[config.mk]
export PLATFORM = sky130hd
export DESIGN_NAME = result_tx_sequencer
export DESIGN_NICKNAME = d
export VERILOG_FILES = /design/src/rtl/matmul_pkg.sv /design/src/rtl/elem_byte_shifter.sv /design/src/rtl/result_tx_sequencer.sv
export SDC_FILE = /design/constraint.sdc
export NUM_CORES = 1
export LEC_CHECK = 0
export ABC_AREA = 0
export CAP_MARGIN = 20
export CORE_MARGIN = 5
export CORE_UTILIZATION = 55
export CTS_CLUSTER_DIAMETER = 50
export DETAILED_ROUTE_END_ITERATION = 10
export PLACE_DENSITY_LB_ADDON = 0.1
export SLEW_MARGIN = 15
export SYNTH_ARGS = -nofsm -noshare
export SYNTH_HDL_FRONTEND = slang
export SYNTH_HIERARCHICAL = 1
export SYNTH_SLANG_ARGS = --single-unit
[constraint.sdc]
create_clock -name clk -period 5.8 [get_ports clk]
set_input_delay 1.74 -clock clk [delete_from_list [all_inputs] [get_ports clk]]
set_output_delay 1.74 -clock clk [all_outputs]
set_load 0.1 [all_outputs]
[src/rtl/matmul_pkg.sv]
// Shared matmul constants: matrix/element sizing, header format and the result
// transmit FSM state encoding.
package matmul_pkg;

  localparam int unsigned MAX_N          = 8;
  localparam int unsigned ELEM_W         = 16;
  localparam int unsigned BYTES_PER_ELEM = (ELEM_W + 7) / 8;
  localparam int unsigned ADDR_W         = $clog2(MAX_N * MAX_N);
  localparam int unsigned N_W            = 4;
  localparam int unsigned HDR_PAD_W      = 8 - N_W;

  // Header byte is {HDR_PAD, N}
  localparam logic [HDR_PAD_W-1:0] HDR_PAD = '0;

  typedef enum logic [2:0] {
    S_IDLE,
    S_HDR,
    S_RD_REQ,
    S_RD_WAIT,
    S_BYTE,
    S_ACK,
    S_DRAIN,
    S_FIN
  } tx_state_e;

endpackage

[src/rtl/elem_byte_shifter.sv]
// Holds one result element zero-extended to whole bytes and presents it MSB
// byte first; advance shifts the next byte up and last_c flags the final byte.
module elem_byte_shifter
  import matmul_pkg::*;
(
  input  logic              clk,
  input  logic              rst,
  input  logic              load,
  input  logic [ELEM_W-1:0] data,
  input  logic              advance,
  output logic [7:0]        top_byte,
  output logic              last_c
);

  localparam int unsigned SR_W   = 8 * BYTES_PER_ELEM;
  localparam int unsigned BIDX_W = (BYTES_PER_ELEM > 1) ? $clog2(BYTES_PER_ELEM) : 1;

  logic [SR_W-1:0]   sr;
  logic [BIDX_W-1:0] byte_idx;

  always_ff @(posedge clk) begin
    if (rst) begin
      sr       <= '0;
      byte_idx <= '0;
    end else if (load) begin
      sr       <= SR_W'(data);
      byte_idx <= '0;
    end else if (advance) begin
      sr       <= sr << 8;
      byte_idx <= byte_idx + BIDX_W'(1);
    end
  end

  assign top_byte = sr[SR_W-1 -: 8];
  assign last_c   = (byte_idx == BIDX_W'(BYTES_PER_ELEM - 1));

endmodule

[src/rtl/result_tx_sequencer.sv]
// Streams the product matrix to the host UART: header byte N, then N*N elements
// row-major, each MSB-first, read from the result buffer via a 1-cycle read port.
module result_tx_sequencer
  import matmul_pkg::*;
(
  input  logic              clk,
  input  logic              rst,
  input  logic              start,
  input  logic [N_W-1:0]    matrix_size,
  output logic [ADDR_W-1:0] rd_addr,
  output logic              rd_en,
  input  logic [ELEM_W-1:0] rd_data,
  output logic [7:0]        tx_data,
  output logic              tx_start,
  input  logic              tx_busy,
  output logic              busy,
  output logic              done
);

  localparam int unsigned CNT_W = ADDR_W + 1;

  tx_state_e       state;
  logic [N_W-1:0]  n_lat;
  logic [CNT_W-1:0] elem_idx;
  logic            hdr_flag;

  logic [N_W-1:0]   n_clamp_c;
  logic [CNT_W-1:0] total_c;
  logic             more_elems_c;
  logic             shift_load_c;
  logic             shift_adv_c;
  logic [7:0]       top_byte;
  logic             last_byte_c;

  assign n_clamp_c    = (matrix_size > N_W'(MAX_N)) ? N_W'(MAX_N) : matrix_size;
  // Element count is one bit wider than the address so N=MAX_N does not wrap
  assign total_c      = CNT_W'(n_lat) * CNT_W'(n_lat);
  assign more_elems_c = (elem_idx < (total_c - CNT_W'(1)));
  assign shift_load_c = (state == S_RD_WAIT);
  assign shift_adv_c  = (state == S_DRAIN) && !tx_busy && !hdr_flag && !last_byte_c;

  elem_byte_shifter u_shifter (
    .clk      (clk),
    .rst      (rst),
    .load     (shift_load_c),
    .data     (rd_data),
    .advance  (shift_adv_c),
    .top_byte (top_byte),
    .last_c   (last_byte_c)
  );

  // rd_en is raised on entry to RD_REQ so data is valid throughout RD_WAIT
  always_ff @(posedge clk) begin
    if (rst) begin
      state    <= S_IDLE;
      n_lat    <= '0;
      elem_idx <= '0;
      hdr_flag <= 1'b0;
      rd_addr  <= '0;
      rd_en    <= 1'b0;
      tx_data  <= '0;
      tx_start <= 1'b0;
      busy     <= 1'b0;
      done     <= 1'b0;
    end else begin
      tx_start <= 1'b0;
      rd_en    <= 1'b0;
      done     <= 1'b0;
      case (state)
        S_IDLE: begin
          if (start) begin
            n_lat    <= n_clamp_c;
            busy     <= 1'b1;
            elem_idx <= '0;
            hdr_flag <= 1'b0;
            state    <= S_HDR;
          end
        end
        S_HDR: begin
          tx_data <= {HDR_PAD, n_lat};
          if (!tx_busy) begin
            tx_start <= 1'b1;
            hdr_flag <= 1'b1;
            state    <= S_ACK;
          end
        end
        S_RD_REQ:  state <= S_RD_WAIT;
        S_RD_WAIT: state <= S_BYTE;
        S_BYTE: begin
          tx_data <= top_byte;
          if (!tx_busy) begin
            tx_start <= 1'b1;
            state    <= S_ACK;
          end
        end
        S_ACK: begin
          if (tx_busy) state <= S_DRAIN;
        end
        S_DRAIN: begin
          if (!tx_busy) begin
            if (hdr_flag) begin
              hdr_flag <= 1'b0;
              if (n_lat == '0) begin
                state <= S_FIN;
              end else begin
                rd_en   <= 1'b1;
                rd_addr <= '0;
                state   <= S_RD_REQ;
              end
            end else if (!last_byte_c) begin
              state <= S_BYTE;
            end else if (more_elems_c) begin
              elem_idx <= elem_idx + CNT_W'(1);
              rd_en    <= 1'b1;
              rd_addr  <= ADDR_W'(elem_idx + CNT_W'(1));
              state    <= S_RD_REQ;
            end else begin
              state <= S_FIN;
            end
          end
        end
        S_FIN: begin
          done  <= 1'b1;
          busy  <= 1'b0;
          state <= S_IDLE;
        end
        default: state <= S_IDLE;
      endcase
    end
  end

endmodule

==> results of run 1 <==
==> metal layers <==
metal / global-route usage / wire [um] / vias to the layer above
li1: - / - / 1222
met1: 0.264 / 3010 / 1098
met2: 0.297 / 2990 / 64
met3: 0.0376 / 345 / 11
met4: 0.0713 / 109 / 0
met5: 0 / 0 / -
==> worst max-delay path: stages, from the launching register on <==
cell and delay, ns:
sky130_fd_sc_hd__dfxtp_1 0.56, sky130_fd_sc_hd__nand2_1 0.18, sky130_fd_sc_hd__ha_1 0.33, sky130_fd_sc_hd__xnor2_1 0.16, sky130_fd_sc_hd__fa_1 0.52, sky130_fd_sc_hd__inv_1 0.05
sky130_fd_sc_hd__ha_1 0.31, sky130_fd_sc_hd__a21oi_1 0.23, sky130_fd_sc_hd__nor2b_1 0.09, sky130_fd_sc_hd__o21a_1 0.19, sky130_fd_sc_hd__or2_2 0.30, sky130_fd_sc_hd__ha_1 0.29
sky130_fd_sc_hd__o21ai_0 0.17, sky130_fd_sc_hd__o21ai_1 0.19, sky130_fd_sc_hd__or2_4 0.32, sky130_fd_sc_hd__o311ai_2 0.32, sky130_fd_sc_hd__o311ai_2 0.14
==> report_power, final <==
| part | leakage [nW] | internal [W] | switching, W |
|---|---|---|---|
| Clock | 0.0441 | 0.0000850 | 0.000121 |
| Combinational | 0.721 | 0.0000918 | 0.000133 |
| Sequential | 0.405 | 0.000365 | 0.0000415 |
| Total | 1.17 | 0.000542 | 0.000296 |
==> worst min-delay path by stage <==
| stage | startpoint | to | slack (ns) | cells past startpoint |
|---|---|---|---|---|
| floorplan | elem_idx[0]$_SDFFE_PP0P_ | rd_addr[0]$_SDFFE_PP0P_ | 0.47 | 1 |
| global placement | rd_addr[0]$_SDFFE_PP0P_ | rd_addr[0]$_SDFFE_PP0P_ | 0.46 | 1 |
| detailed placement | rd_addr[0]$_SDFFE_PP0P_ | rd_addr[0]$_SDFFE_PP0P_ | 0.46 | 1 |
| CTS | busy$_SDFFE_PP0P_ | busy$_SDFFE_PP0P_ | 0.48 | 2 |
| global route | busy$_SDFFE_PP0P_ | busy$_SDFFE_PP0P_ | 0.50 | 2 |
| finish | busy$_SDFFE_PP0P_ | busy$_SDFFE_PP0P_ | 0.48 | 2 |
==> cell type report <==
| class | count | area (um2) | area share |
|---|---|---|---|
| Tap cell | 70 | 87.6 | 0.0260 |
| Clock inverter | 3 | 21.3 | 0.00632 |
| Multi-Input combinational cell | 249 | 1730 | 0.512 |
| Clock buffer | 5 | 68.8 | 0.0204 |
| Inverter | 10 | 37.5 | 0.0111 |
| Timing Repair Buffer | 43 | 425 | 0.126 |
| Sequential cell | 50 | 1000 | 0.297 |
==> sequential cells by signal, indices dropped and copies added (netlist names) <==
register,cells
busy,1
done,1
elem_idx,7
hdr_flag,1
n_lat,4
rd_addr,6
rd_en,1
state,3
tx_data,8
tx_start,1
u_shifter/last_c,1
u_shifter/sr,16
==> synth_stat cells (all sizes together), types with 4 or more instances <==
| cell type | number | area [um2] |
|---|---|---|
| o21ai | 12 | 63.8 |
| xor2 | 5 | 43.8 |
| nor3 | 11 | 60.1 |
| dfxtp | 50 | 1000 |
| nor2b | 14 | 87.6 |
| nand2 | 35 | 134 |
| a211oi | 12 | 103 |
| a22o | 4 | 35.0 |
| or3b | 9 | 81.3 |
| inv | 10 | 37.5 |
| buf | 17 | 123 |
| a22oi | 4 | 30.0 |
| ha | 14 | 175 |
| mux2i | 12 | 120 |
| a21oi | 28 | 155 |
| nor2 | 30 | 118 |
| nand3 | 7 | 35.0 |
| xnor2 | 9 | 78.8 |
| and3 | 4 | 25.0 |
| clkbuf | 11 | 41.3 |
==> through the flow <==
stage | power [W] | area (um2) | hold slack, ns | util | setup slack (ns)
final | 0.000838 | 3370 | 0.477 | 0.655 | 1.34
after global routing | 0.000885 | 3370 | 0.499 | 0.655 | 1.03
after CTS | 0.000844 | 3370 | 0.478 | 0.655 | 1.34
after detailed placement | 0.000639 | 3280 | 0.456 | 0.638 | 1.38
after global placement | 0.000636 | 3280 | 0.459 | 0.638 | 1.57
after floorplan | 0.000592 | 2930 | 0.475 | - | 1.65
==> kinds of logic (layout without fill, tap and decap cells) <==
| kind of cell | count (synthesis) | in the layout | share of synthesized area |
|---|---|---|---|
| simple gates | 128 | 128 | 0.237 |
| compound gates | 79 | 79 | 0.198 |
| flops | 50 | 50 | 0.342 |
| buf+inv | 38 | 61 | 0.0688 |
| fa+ha+maj | 15 | 15 | 0.0667 |
| xor+xnor | 14 | 14 | 0.0419 |
| mux | 13 | 13 | 0.0462 |
==> results.json, run 1 <==
{
  "syn_inst": 337,
  "cts_max_path_buffers": 2,
  "timing.final.crit_period_ns": 4.46,
  "layout-area-overhead-vs-synth_pct": 15.0,
  "worstSetupPathType": "reg2reg",
  "max_cap_viol_count": 0,
  "irDropWorstVdd_mv": 0.177,
  "path_max_fanout": 10,
  "number_of_distinct_library_cells_after_synthesis": 59,
  "mostFrequentLayoutCells": "50 x sky130_fd_sc_hd__dfxtp_1, 41 x sky130_fd_sc_hd__clkdlybuf4s50_1, 34 x sky130_fd_sc_hd__nand2_1",
  "r2r.worst_path.cells": 16,
  "fin_skew_ns": 0.00516,
  "grt_pass1_wl_mm": 11.1,
  "hold_class": "reg2reg",
  "detail_route.drc_violations": 0,
  "crit_end": "elem_idx[5]$_SDFFE_PP0P_",
  "hold_viol": 0,
  "dr_total_vias": 2395,
  "hold_buffers": 0,
  "startpoint": "n_lat[0]$_SDFFE_PP0P_",
  "path_clk_slew_ns": 0.09,
  "worst-endpoint-required_ns": 5.98,
  "setup_repair_after_global_routing_missed_its_margin": "no",
  "fillers": 476,
  "synth.yosys.seq_area_share": 0.342,
  "core_box_area_um2": 5140,
  "finalNonFillerCells": 430,
  "die_x_um": 83.0,
  "tritoncts": "built",
  "setup_viols_final": 0,
  "top_level_port_count": 42,
  "reg2reg_setup_slack_ns": 1.34,
  "globalRoute.totalOverflow": 0,
  "die_area_um2": 6880,
  "setup_total_negative_slack_ns": 0,
  "num-nets-final": 398,
  "initial_utilization": 0.570,
  "end_of_the_worst_register_to_register_path": "elem_idx[5]$_SDFFE_PP0P_",
  "antennaDiodeCount": 0,
  "outcome": "completed",
  "initialDrtViolationCount": 150,
  "cellPowerDensity_nw_per_um2": 249,
  "globalRouteTotalUtil": 0.192,
  "clock_tree.htree_level_count": 2,
  "place_inst": 422,
  "first_global_vias": 2320,
  "slew-limit-headroom": 0.338,
  "p_leak_nw": 1.17,
  "clock_latency_ns": 0.30,
  "timing.critical_path.to_type": "register",
  "cts_resized": 0,
  "cp.arrival_ns": 4.64,
  "routed_via_density": 5.57,
  "grt_antenna_before_repair": 0,
  "top_flip_flop_cell_by_instance_count_after_synthesis": "sky130_fd_sc_hd__dfxtp_1",
  "postRouteWirelength_mm": 6.46,
  "mappedNetlistNets": 376,
  "min_period_over_period": 0.769,
  "pin_count_of_the_biggest_net_entering_global_routing": 46,
  "fmax_ghz": 0.224,
  "rows": 26,
  "post_route_cells_drive_above_1_share": 0.103,
  "die_height_um": 83.0,
  "drtAntennaViolNets": 0,
  "hpwlAfterDp_mm": 4.65,
  "drt_pass1_iterations": 5,
  "clockRootBuffer": "sky130_fd_sc_hd__clkbuf_8",
  "cts_num_sinks": 50,
  "reg2reg_from": "n_lat[0]$_SDFFE_PP0P_",
  "ys.warnings.count": 6,
  "synth_edf_count": 0,
  "final_max_slew_viol_count": 0,
  "synth.ff_latch_count": 50,
  "most_frequent_standard_cell_in_the_layout_excluding_fill_and_tap_cells": "sky130_fd_sc_hd__dfxtp_1",
  "timing_worst_slew_pin_value_ns": 0.986,
  "setup.worst_path.start_class": "register",
  "gp_congestion": 0.900,
  "avgRoutedWirePerCell_um": 15.0,
  "portBuffers": 41,
  "synthesis.area_um2": 2930,
  "synth_async_sr_flop_share": 0,
  "cts_buffers": 5,
  "cts.repair_timing.setup_buffer_count": 0,
  "mean_instance_size_in_the_synthesized_netlist_um2": 8.69
}
(Power assumes the default switching activity.)
==> inputs of run 2 (changes only) <==
- CORE_UTILIZATION: 55 -> 49
- clock period: 5.8 -> 3.9 ns (I/O delays scaled with it)
==> run 2 against run 1 <==
  * Sequential share of layout area is 1.9 points lower
  * First-iteration DRC count is 9.3% lower
  * Cell area is 7.5% higher
  * Non-clock buffer count is 13 higher
  * Register-to-register slack worse by 1.2 ns
  * Via count is 1.8% higher
  * Clock power is 58% higher
==> results.json, run 2 (synthesized netlist as in run 1, its figures left out) <==
{
  "globalRouteTotalUtil": 0.176,
  "top_level_port_count": 42,
  "worstSetupPathType": "reg2reg",
  "clockRootBuffer": "sky130_fd_sc_hd__clkbuf_8",
  "core_box_area_um2": 5850,
  "final_max_slew_viol_count": 0,
  "critical_path.most_common_cell": "sky130_fd_sc_hd__ha_4",
  "timing.critical_path.cells": "buf_8 -> xor2_2 -> nand2_1 -> xnor2_2 -> fa_1 -> inv_1 -> ha_4 -> a21oi_4 -> nor2b_2 -> o21a_1 -> or2_2 -> ha_4 -> nand4_1 -> a211oi_4 -> o21ai_2 -> nand2_2 -> mux2_4",
  "timing.critical_path.to_type": "register",
  "fmax_ghz": 0.264,
  "cts_buffers": 5,
  "cellPowerDensity_nw_per_um2": 361,
  "timing.final.crit_period_ns": 3.79,
  "pin_count_of_the_biggest_net_entering_global_routing": 36,
  "worst-endpoint-required_ns": 4.10,
  "timing_worst_slew_pin_value_ns": 0.978,
  "path_max_fanout": 4,
  "routed_via_density": 5.44,
  "outcome": "completed",
  "setup_viols_final": 0,
  "hpwlAfterDp_mm": 4.72,
  "p_leak_nw": 1.28,
  "detail_route.drc_violations": 0,
  "rows": 28,
  "reg2reg_from": "n_lat[0]$_SDFFE_PP0P_",
  "startpoint": "n_lat[0]$_SDFFE_PP0P_",
  "clock_latency_ns": 0.31,
  "hold_viol": 0,
  "placed_cell_area_um2": 3330,
  "fin_skew_ns": 0.00435,
  "tritoncts": "built",
  "hold_class": "reg2reg",
  "registers.top_by_ff_count": "u_shifter/sr",
  "most_frequent_standard_cell_in_the_layout_excluding_fill_and_tap_cells": "sky130_fd_sc_hd__dfxtp_1",
  "dr_total_vias": 2438,
  "initialDrtViolationCount": 136,
  "grt_pass1_wl_mm": 10.8,
  "cp.arrival_ns": 3.99,
  "crit_path_top_delay_cell": "sky130_fd_sc_hd__fa_1",
  "worstHoldStart": "busy$_SDFFE_PP0P_",
  "drtAntennaViolNets": 0,
  "die_height_um": 87.3,
  "globalRoute.totalOverflow": 0,
  "portBuffers": 41,
  "die_x_um": 87.3,
  "irDropWorstVdd_mv": 0.187,
  "path_clk_slew_ns": 0.10,
  "grt_antenna_before_repair": 0,
  "first_global_vias": 2280,
  "antennaDiodeCount": 0,
  "register_area_um2": 1010,
  "postRouteWirelength_mm": 6.70,
  "num-nets-final": 411,
  "largest_reg_flops": 16,
  "p_total_w": 0.00131,
  "die_area_um2": 7620,
  "biggestRegsByFlops": "u_shifter/sr: 16 flops, tx_data: 8 flops, elem_idx: 7 flops",
  "finish.instance_area_um2": 3620,
  "max_cap_viol_count": 0,
  "initial_utilization": 0.500,
  "cts_num_sinks": 50,
  "area_of_combinational_cells_with_multiple_inputs_um2": 1860,
  "hold_buffers": 0,
  "post_route_cells_drive_above_1_share": 0.198,
  "setup.worst_path.start_class": "register",
  "gp_congestion": 0.877,
  "clock_tree.htree_level_count": 2,
  "mostFrequentLayoutCells": "46 x sky130_fd_sc_hd__dfxtp_1, 35 x sky130_fd_sc_hd__clkdlybuf4s50_1, 33 x sky130_fd_sc_hd__nand2_1",
  "fillers": 506,
  "slew-limit-headroom": 0.346,
  "drt_pass1_iterations": 4,
  "avgRoutedWirePerCell_um": 15.0,
  "slowest_stage_delay_cp_ns": 0.50,
  "cts_max_path_buffers": 2,
  "min_period_over_period": 0.972,
  "layout-area-overhead-vs-synth_pct": 23.6
}
## run 2: through the flow
stage / util / setup WS (ns) / hold slack, ns / cells / setup TNS [ns]
after CTS: 0.596 / 0.0257 / 0.479 / 443 / 0
after global routing: 0.619 / -0.0815 / 0.495 / 448 / -0.658
after detailed placement: 0.570 / -0.0280 / 0.465 / 434 / -0.0919
after global placement: 0.570 / 0.0605 / 0.451 / 434 / 0
after floorplan: - / 0.00178 / 0.475 / 337 / 0
final: 0.619 / 0.111 / 0.476 / 448 / 0
## run 2: layer usage
layer  wire length, um  share of wire  up-vias  GRT usage
li1                  -              -     1247          -
met1              2970           0.44     1125      0.235
met2              3330           0.50       60      0.294
met3               339          0.051        6     0.0407
met4                61         0.0091        0     0.0251
met5                 0              0        -          0
## run 2: final cells by class
cell class              count  share of cell area
clock buffers               6              0.0228
clock inverters             2             0.00449
inverters                  10              0.0104
multi-input cells         249               0.514
flip-flops and latches     50               0.278
well taps                  75              0.0259
repair buffers             56               0.144
## run 2: where the power goes
| group | leakage (nW) | switching, W | internal [W] |
|---|---|---|---|
| Sequential | 0.407 | 0.0000591 | 0.000544 |
| Combinational | 0.825 | 0.000217 | 0.000163 |
| Clock | 0.0478 | 0.000179 | 0.000146 |
## run 2: worst max-delay path: cells and delay by family, from the launching register on
kind | cells | cell delay (ns)
AOI/OAI and AO/OA | 4 | 0.77
xor gates and xnor gates | 2 | 0.31
adders and majority gates | 3 | 1.04
buffers and inverters | 2 | 0.18
DFF | 1 | 0.35
muxes | 1 | 0.29
and+or+nand+nor | 5 | 0.73
## run 2: final timing paths
check / endpoint / slack, ns / cells after the start
setup reg to reg: elem_idx[0]$_SDFFE_PP0P_ / 0.11 / 17
setup / recovery: elem_idx[0]$_SDFFE_PP0P_ / 0.11 / 17
hold / removal: busy$_SDFFE_PP0P_ / 0.48 / 2
hold reg to reg: busy$_SDFFE_PP0P_ / 0.48 / 2
## run 2: what timing repair did
action,in CTS,in global routing
resized for setup,7,18
endpoints found under the setup margin,6,16
pin swaps,7,10
buffers inserted,1,5
